==> src/rtl/gf_pkg.sv <==
// gf_pkg: shared types and helpers for the carry-less (GF(2)[x]) divider.
// Holds the controller state enum, the step-counter width and the single
// bit-serial long-division step used by both the radix-2 and radix-4 datapaths.
package gf_pkg;

  localparam int GF_W     = 32;
  localparam int GF_KW    = $clog2(GF_W);
  localparam int GF_CNT_W = $clog2(2 * GF_W) + 1;

  typedef enum logic [1:0] {
    IDLE = 2'd0,
    RUN  = 2'd1,
    DONE = 2'd2
  } cl_state_e;

  typedef struct packed {
    logic [GF_W-1:0] r;
    logic            qbit;
  } gf_step_t;

  // One long-division step: bring down the next dividend bit, and subtract
  // (xor) the divisor when the new partial remainder reaches degree k.
  // deg(r) < k always holds, so the top bit of t never becomes set.
  function automatic gf_step_t gf_step(input logic [GF_W-1:0]  r,
                                       input logic             b,
                                       input logic [GF_W-1:0]  d,
                                       input logic [GF_KW-1:0] k);
    logic [GF_W:0] t;
    gf_step_t      res;
    t        = {r, b};
    res.qbit = t[k];
    if (res.qbit) begin
      t = t ^ {1'b0, d};
    end
    res.r = t[GF_W-1:0];
    return res;
  endfunction

endpackage

==> src/rtl/cl_divider_deg_enc.sv <==
// cl_deg_enc: priority encoder returning the index of the highest set bit
// (the polynomial degree) plus a flag for the all-zero vector.
module cl_deg_enc #(
  parameter int W  = 32,
  parameter int KW = $clog2(W)
) (
  input  logic [W-1:0]  i_vec,
  output logic [KW-1:0] o_deg,
  output logic          o_zero
);

  // Scan upward so the highest set bit wins.
  always_comb begin
    o_deg  = '0;
    o_zero = ~|i_vec;
    for (int i = 0; i < W; i++) begin
      if (i_vec[i]) begin
        o_deg = KW'(i);
      end
    end
  end

endmodule

==> src/rtl/cl_divider.sv <==
// cl_divider: sequential carry-less polynomial divider (dividend 2W bits,
// divisor W bits), MSB-first long division behind a start/done handshake.
// Optional feature macro CL_DIV_RADIX4_EN: two division steps per RUN cycle,
// halving latency from 2W to W cycles. Undefined: one step per cycle.
// The step helper in gf_pkg is sized by GF_W, so DATA_WIDTH must equal GF_W.
module cl_divider
  import gf_pkg::*;
#(
  parameter int DATA_WIDTH = GF_W
) (
  input  logic                    clk,
  input  logic                    rst,
  input  logic                    start,
  input  logic [2*DATA_WIDTH-1:0] dividend,
  input  logic [DATA_WIDTH-1:0]   divisor,
  output logic                    busy,
  output logic                    done,
  output logic [2*DATA_WIDTH-1:0] quotient,
  output logic [DATA_WIDTH-1:0]   remainder,
  output logic                    div_by_zero
);

  localparam int DW = DATA_WIDTH;
  localparam int SW = 2 * DATA_WIDTH;
  localparam int KW = $clog2(DATA_WIDTH);
`ifdef CL_DIV_RADIX4_EN
  localparam int STEPS = 2;
`else
  localparam int STEPS = 1;
`endif
  localparam int                  N_CYC    = SW / STEPS;
  localparam logic [GF_CNT_W-1:0] LAST_CNT = GF_CNT_W'(N_CYC - 1);

  cl_state_e           r_state;
  cl_state_e           w_state_nx;
  logic                w_accept;
  logic                w_last;

  // r_s holds the unconsumed dividend bits at the top and collects quotient
  // bits at the bottom; after the final step it is exactly the quotient.
  logic [SW-1:0]       r_s;
  logic [SW-1:0]       w_s_nx;
  logic [DW-1:0]       r_d;
  logic [DW-1:0]       r_part;
  logic [DW-1:0]       w_part_nx;
  logic [KW-1:0]       r_k;
  logic [KW-1:0]       w_deg;
  logic                w_zero;
  logic                r_dbz;
  logic [GF_CNT_W-1:0] r_cnt;
  logic [SW-1:0]       r_quot;
  logic [DW-1:0]       r_rem;

  cl_deg_enc #(
    .W  (DW),
    .KW (KW)
  ) u_deg_enc (
    .i_vec  (divisor),
    .o_deg  (w_deg),
    .o_zero (w_zero)
  );

`ifdef CL_DIV_RADIX4_EN
  gf_step_t w_st0;
  gf_step_t w_st1;

  // Two chained division steps per cycle.
  always_comb begin
    w_st0     = gf_step(r_part, r_s[SW-1], r_d, r_k);
    w_st1     = gf_step(w_st0.r, r_s[SW-2], r_d, r_k);
    w_part_nx = w_st1.r;
    w_s_nx    = {r_s[SW-3:0], w_st0.qbit, w_st1.qbit};
  end
`else
  gf_step_t w_st0;

  // One division step per cycle.
  always_comb begin
    w_st0     = gf_step(r_part, r_s[SW-1], r_d, r_k);
    w_part_nx = w_st0.r;
    w_s_nx    = {r_s[SW-2:0], w_st0.qbit};
  end
`endif

  // State register.
  always_ff @(posedge clk) begin
    if (rst) begin
      r_state <= IDLE;
    end else begin
      r_state <= w_state_nx;
    end
  end

  // Next-state logic; a zero divisor spends one RUN cycle and performs no steps.
  always_comb begin
    w_state_nx = r_state;
    w_accept   = 1'b0;
    w_last     = 1'b0;
    case (r_state)
      IDLE: begin
        if (start) begin
          w_accept   = 1'b1;
          w_state_nx = RUN;
        end
      end
      RUN: begin
        w_last = r_dbz || (r_cnt == LAST_CNT);
        if (w_last) begin
          w_state_nx = DONE;
        end
      end
      DONE: begin
        if (start) begin
          w_accept   = 1'b1;
          w_state_nx = RUN;
        end else begin
          w_state_nx = IDLE;
        end
      end
      default: w_state_nx = IDLE;
    endcase
  end

  // Operand capture on accept, then one (or two) steps per RUN cycle.
  always_ff @(posedge clk) begin
    if (rst) begin
      r_s    <= '0;
      r_d    <= '0;
      r_k    <= '0;
      r_dbz  <= 1'b0;
      r_part <= '0;
      r_cnt  <= '0;
    end else if (w_accept) begin
      r_s    <= dividend;
      r_d    <= divisor;
      r_k    <= w_deg;
      r_dbz  <= w_zero;
      r_part <= '0;
      r_cnt  <= '0;
    end else if (r_state == RUN && !r_dbz) begin
      r_s    <= w_s_nx;
      r_part <= w_part_nx;
      r_cnt  <= r_cnt + GF_CNT_W'(1);
    end
  end

  // Result registers update only on completion so they hold between operations.
  always_ff @(posedge clk) begin
    if (rst) begin
      r_quot <= '0;
      r_rem  <= '0;
    end else if (w_last) begin
      if (r_dbz) begin
        r_quot <= '0;
        r_rem  <= '0;
      end else begin
        r_quot <= w_s_nx;
        r_rem  <= w_part_nx;
      end
    end
  end

  assign busy        = (r_state == RUN);
  assign done        = (r_state == DONE);
  assign quotient    = r_quot;
  assign remainder   = r_rem;
  assign div_by_zero = r_dbz;

endmodule

==> config.mk <==
export PLATFORM = sky130hd
export DESIGN_NAME = cl_divider
export DESIGN_NICKNAME = d
export VERILOG_FILES = /design/src/rtl/gf_pkg.sv /design/src/rtl/cl_divider_deg_enc.sv /design/src/rtl/cl_divider.sv
export SDC_FILE = /design/constraint.sdc
export NUM_CORES = 1
export LEC_CHECK = 0
export BUFFER_PORTS_ARGS = -buffer_cell sky130_fd_sc_hd__clkbuf_2
export CAP_MARGIN = 20
export CORE_MARGIN = 5
export CORE_UTILIZATION = 55
export DETAILED_ROUTE_END_ITERATION = 10
export GPL_TIMING_DRIVEN = 0
export HOLD_SLACK_MARGIN = 0.06
export PLACE_DENSITY_LB_ADDON = 0.05
export SLEW_MARGIN = 5
export SYNTH_ARGS = -nofsm -noshare
export SYNTH_HDL_FRONTEND = slang
export SYNTH_SLANG_ARGS = --single-unit
export TNS_END_PERCENT = 100
==> constraint.sdc <==
create_clock -name clk -period 2.03 [get_ports clk]
set_input_delay 0.3045 -clock clk [delete_from_list [all_inputs] [get_ports clk]]
set_output_delay 0.3045 -clock clk [all_outputs]
set_load 0.01 [all_outputs]
==> flow_metrics.py <==
metrics = {
    "run_status": {
        "outcome": "finished with violations",
        "violations": "negative setup slack",
    },
    "finish": {
        "layout-area-overhead-vs-synth_pct": 33.1,
        "drive_gt1_frac": 0.300,
        "multi_input_area_um2": 5050,
        "final_util": 0.751,
        "nFillCells": 1270,
        "register_area_um2": 4770,
        "nNetsFinal": 1454,
    },
    "route": {
        "wl_um": 31000,
        "drt_iter0_markers": 661,
        "routedWlPerCell_um": 19.4,
        "drc": 0,
        "drt_first_pass_iters": 5,
        "avgViaCountPerCell": 5.85,
        "num_vias": 9347,
        "drtAntennaViolNets": 0,
    },
    "timing": {
        "fin_hold_ws_ns": 0.0653,
        "setup_viol": 28,
        "hold_violations": 0,
        "max-slew-margin-rel": 0.579,
        "slew_viol_final": 0,
        "min_period_over_period": 1.04,
        "setup_ws_ns": -0.0723,
        "rsz0062_at_grt": "true",
        "tightestPinTransition_ns": 0.632,
        "period_needed_ns": 2.10,
        "clock_skew_ns": 0.00739,
        "max_freq_ghz": 0.476,
    },
    "setup_path": {
        "reg2reg_from": "r_k[1]",
        "cp-startpoint": "r_k[1]",
        "critPathLaunchType": "register",
        "end_kind": "register",
        "arrival_ns": 2.50,
        "required_ns": 2.43,
        "worst-path-max-fanout": 7,
        "criticalPathCategory": "register to register",
    },
    "global_route": {
        "gr-total-overflow": 0,
        "grt_pass1_vias": 9189,
        "grt_pass1_wl_um": 46200,
        "grt_usage": 0.277,
        "antenna_found_initial": 0,
        "grt_max_degree": 16,
    },
    "logic_synthesis": {
        "avgSynthCellArea_um2": 8.92,
        "yosysMostFrequentCell": "dfxtp_1",
        "ys_seq_area_frac": 0.487,
        "async_flop_share": 0,
        "synth_ff_type": "dfxtp_1",
        "yosysTopAreaCellShare": 0.487,
        "syn_area_um2": 9790,
        "ys_warn_count": 0,
        "yosys_register_bits": 238,
        "synth.largest_area_cell": "dfxtp_1",
        "synth_area_leaders": "dfxtp_1 (49%), a22oi_1 (9.8%), a21oi_1 (7.0%)",
        "syn-instance-count": 1098,
        "yosys-top-cells-count": "dfxtp_1 (238), nand2_1 (148), a21oi_1 (136)",
        "synth_cell_types": 41,
        "synth_edf_count": 0,
        "synth_nets": 1198,
    },
    "power": {
        "finalPower_mw": 11.1,
        "power_density_nw_per_um2": 851,
        "max-vdd-ir-drop_mv": 0.901,
        "cellLeakagePower_nw": 4.84,
    },
    "floorplanning": {
        "initial_utilization": 0.564,
        "num_io_pins": 198,
        "die_area_um2": 20600,
        "die_h_um": 143,
        "die_w_um": 143,
        "core_um2": 17400,
        "rows": 48,
    },
    "clock_tree": {
        "cts_tree": "built",
        "cts-root-buf": "clkbuf_16",
        "insertion_delay_ns": 0.52,
        "cts_num_sinks": 238,
        "cts_inserted_buffers": 25,
        "path_clk_slew_ns": 0.06,
        "cts_buffer_depth": 3,
        "htreeDepth": 1,
    },
    "placed_design": {
        "post-dp-hpwl_um": 20600,
        "io_buffers": 196,
        "gp_congestion": 0.941,
    },
    "min_path": {
        "hold_start": "divisor[8]",
        "min-delay-path-class": "input port to register",
    },
    "flow_run": {
        "max_cap_violations": 0,
    },
}
repair_timing:
| item | CTS | global route |
|---|---|---|
| hold endpoints to repair | 14 | 0 |
| gates cloned | 4 | 2 |
| setup endpoints to repair | 219 | 187 |
| hold buffers | 14 | 0 |
| setup buffers | 14 | 1 |
| gates resized for setup | 84 | 105 |
| pin swaps | 15 | 24 |
cells by family (layout without fill, tap and decap cells):
kind of cell | after synthesis | count (layout) | synth area share
xor gates and xnor gates | 36 | 36 | 0.0322
DFF | 238 | 238 | 0.487
other | 0 | 2 | 0
AOI/OAI and AO/OA | 385 | 385 | 0.282
and+or+nand+nor | 289 | 289 | 0.122
muxes | 16 | 16 | 0.0164
adders and majority gates | 1 | 1 | 0.00128
buffers and inverters | 133 | 407 | 0.0600
area by class of cell:
class	instances	share of cell area
repair buffers	231	0.105
multi-input cells	727	0.388
flip-flops and latches	238	0.366
clock inverters	15	0.0129
plain buffers	92	0.0444
diodes	2	0.000384
clock buffers	30	0.0502
well taps	225	0.0216
inverters	39	0.0112
per-layer routing:
layer | vias up | global-route usage | part of all wire | routed length (um)
met1 | 4447 | 0.346 | 0.40 | 12500
met2 | 372 | 0.470 | 0.49 | 15200
li1 | 4442 | - | - | -
met3 | 86 | 0.0529 | 0.066 | 2050
met5 | - | 0 | 0 | 0
met4 | 0 | 0.114 | 0.041 | 1270
worst max-delay path, cell delays in order (launching register included):
cell,delay (ns)
dfxtp_4,0.45
buf_12,0.16
buf_4,0.13
mux2i_1,0.22
nand2_1,0.12
nand3_4,0.20
buf_4,0.23
a41oi_4,0.13
xnor2_2,0.23
a21oi_1,0.11
report_power, final:
group	internal [mW]	switching (mW)	leakage, nW
Combinational	0.594	0.856	2.50
Sequential	4.85	0.184	1.94
Clock	2.69	1.91	0.395
Total	8.14	2.95	4.84
path summary, 6_finish.rpt:
check / slack, ns / end / cells past startpoint
worst max register to register: -0.07 / r_part[17] / 9
worst min-delay path: 0.07 / r_d[8] / 3
worst max-delay path: -0.07 / r_part[17] / 9
worst min register to register: 0.45 / r_d[13] / 2
flip-flops by register name, summed over array words and instances (netlist names):
| signal | count |
|---|---|
| quotient | 64 |
| r_s | 64 |
| r_d | 32 |
| remainder | 32 |
| r_part | 31 |
| r_cnt | 7 |
| r_k | 5 |
| r_state | 2 |
| div_by_zero | 1 |
cells in the final DEF, fill, tap and decap left out, drive strengths merged, types with 3 or more instances in the layout:
cell type	n
bufinv	3
nand3	6
inv	40
a311oi	4
a211oi	4
dlygate4sd3	14
mux2i	16
xnor2	33
nand2b	5
o21ai	39
dfxtp	238
a41oi	32
clkbuf	288
buf	50
clkinvlp	4
a22oi	128
nand4	3
nor2b	7
clkinv	7
a21oi	136
nand2	148
nor4	9
xor2	3
nor3	10
o2bb2ai	32
nor2	96
per-stage QoR:
step	instance area (um^2)	std cells	setup WS (ns)	setup TNS, ns
5_1_grt	13000	1597	-0.155	-4.61
3_3_place_gp	11100	1519	-0.424	-47.63
6_report	13000	1599	-0.0723	-0.842
4_1_cts	12600	1596	-0.0512	-0.524
3_5_place_dp	11100	1519	-0.503	-53.18
2_1_floorplan	9790	1098	0.176	0
(Power assumes the default switching activity.)
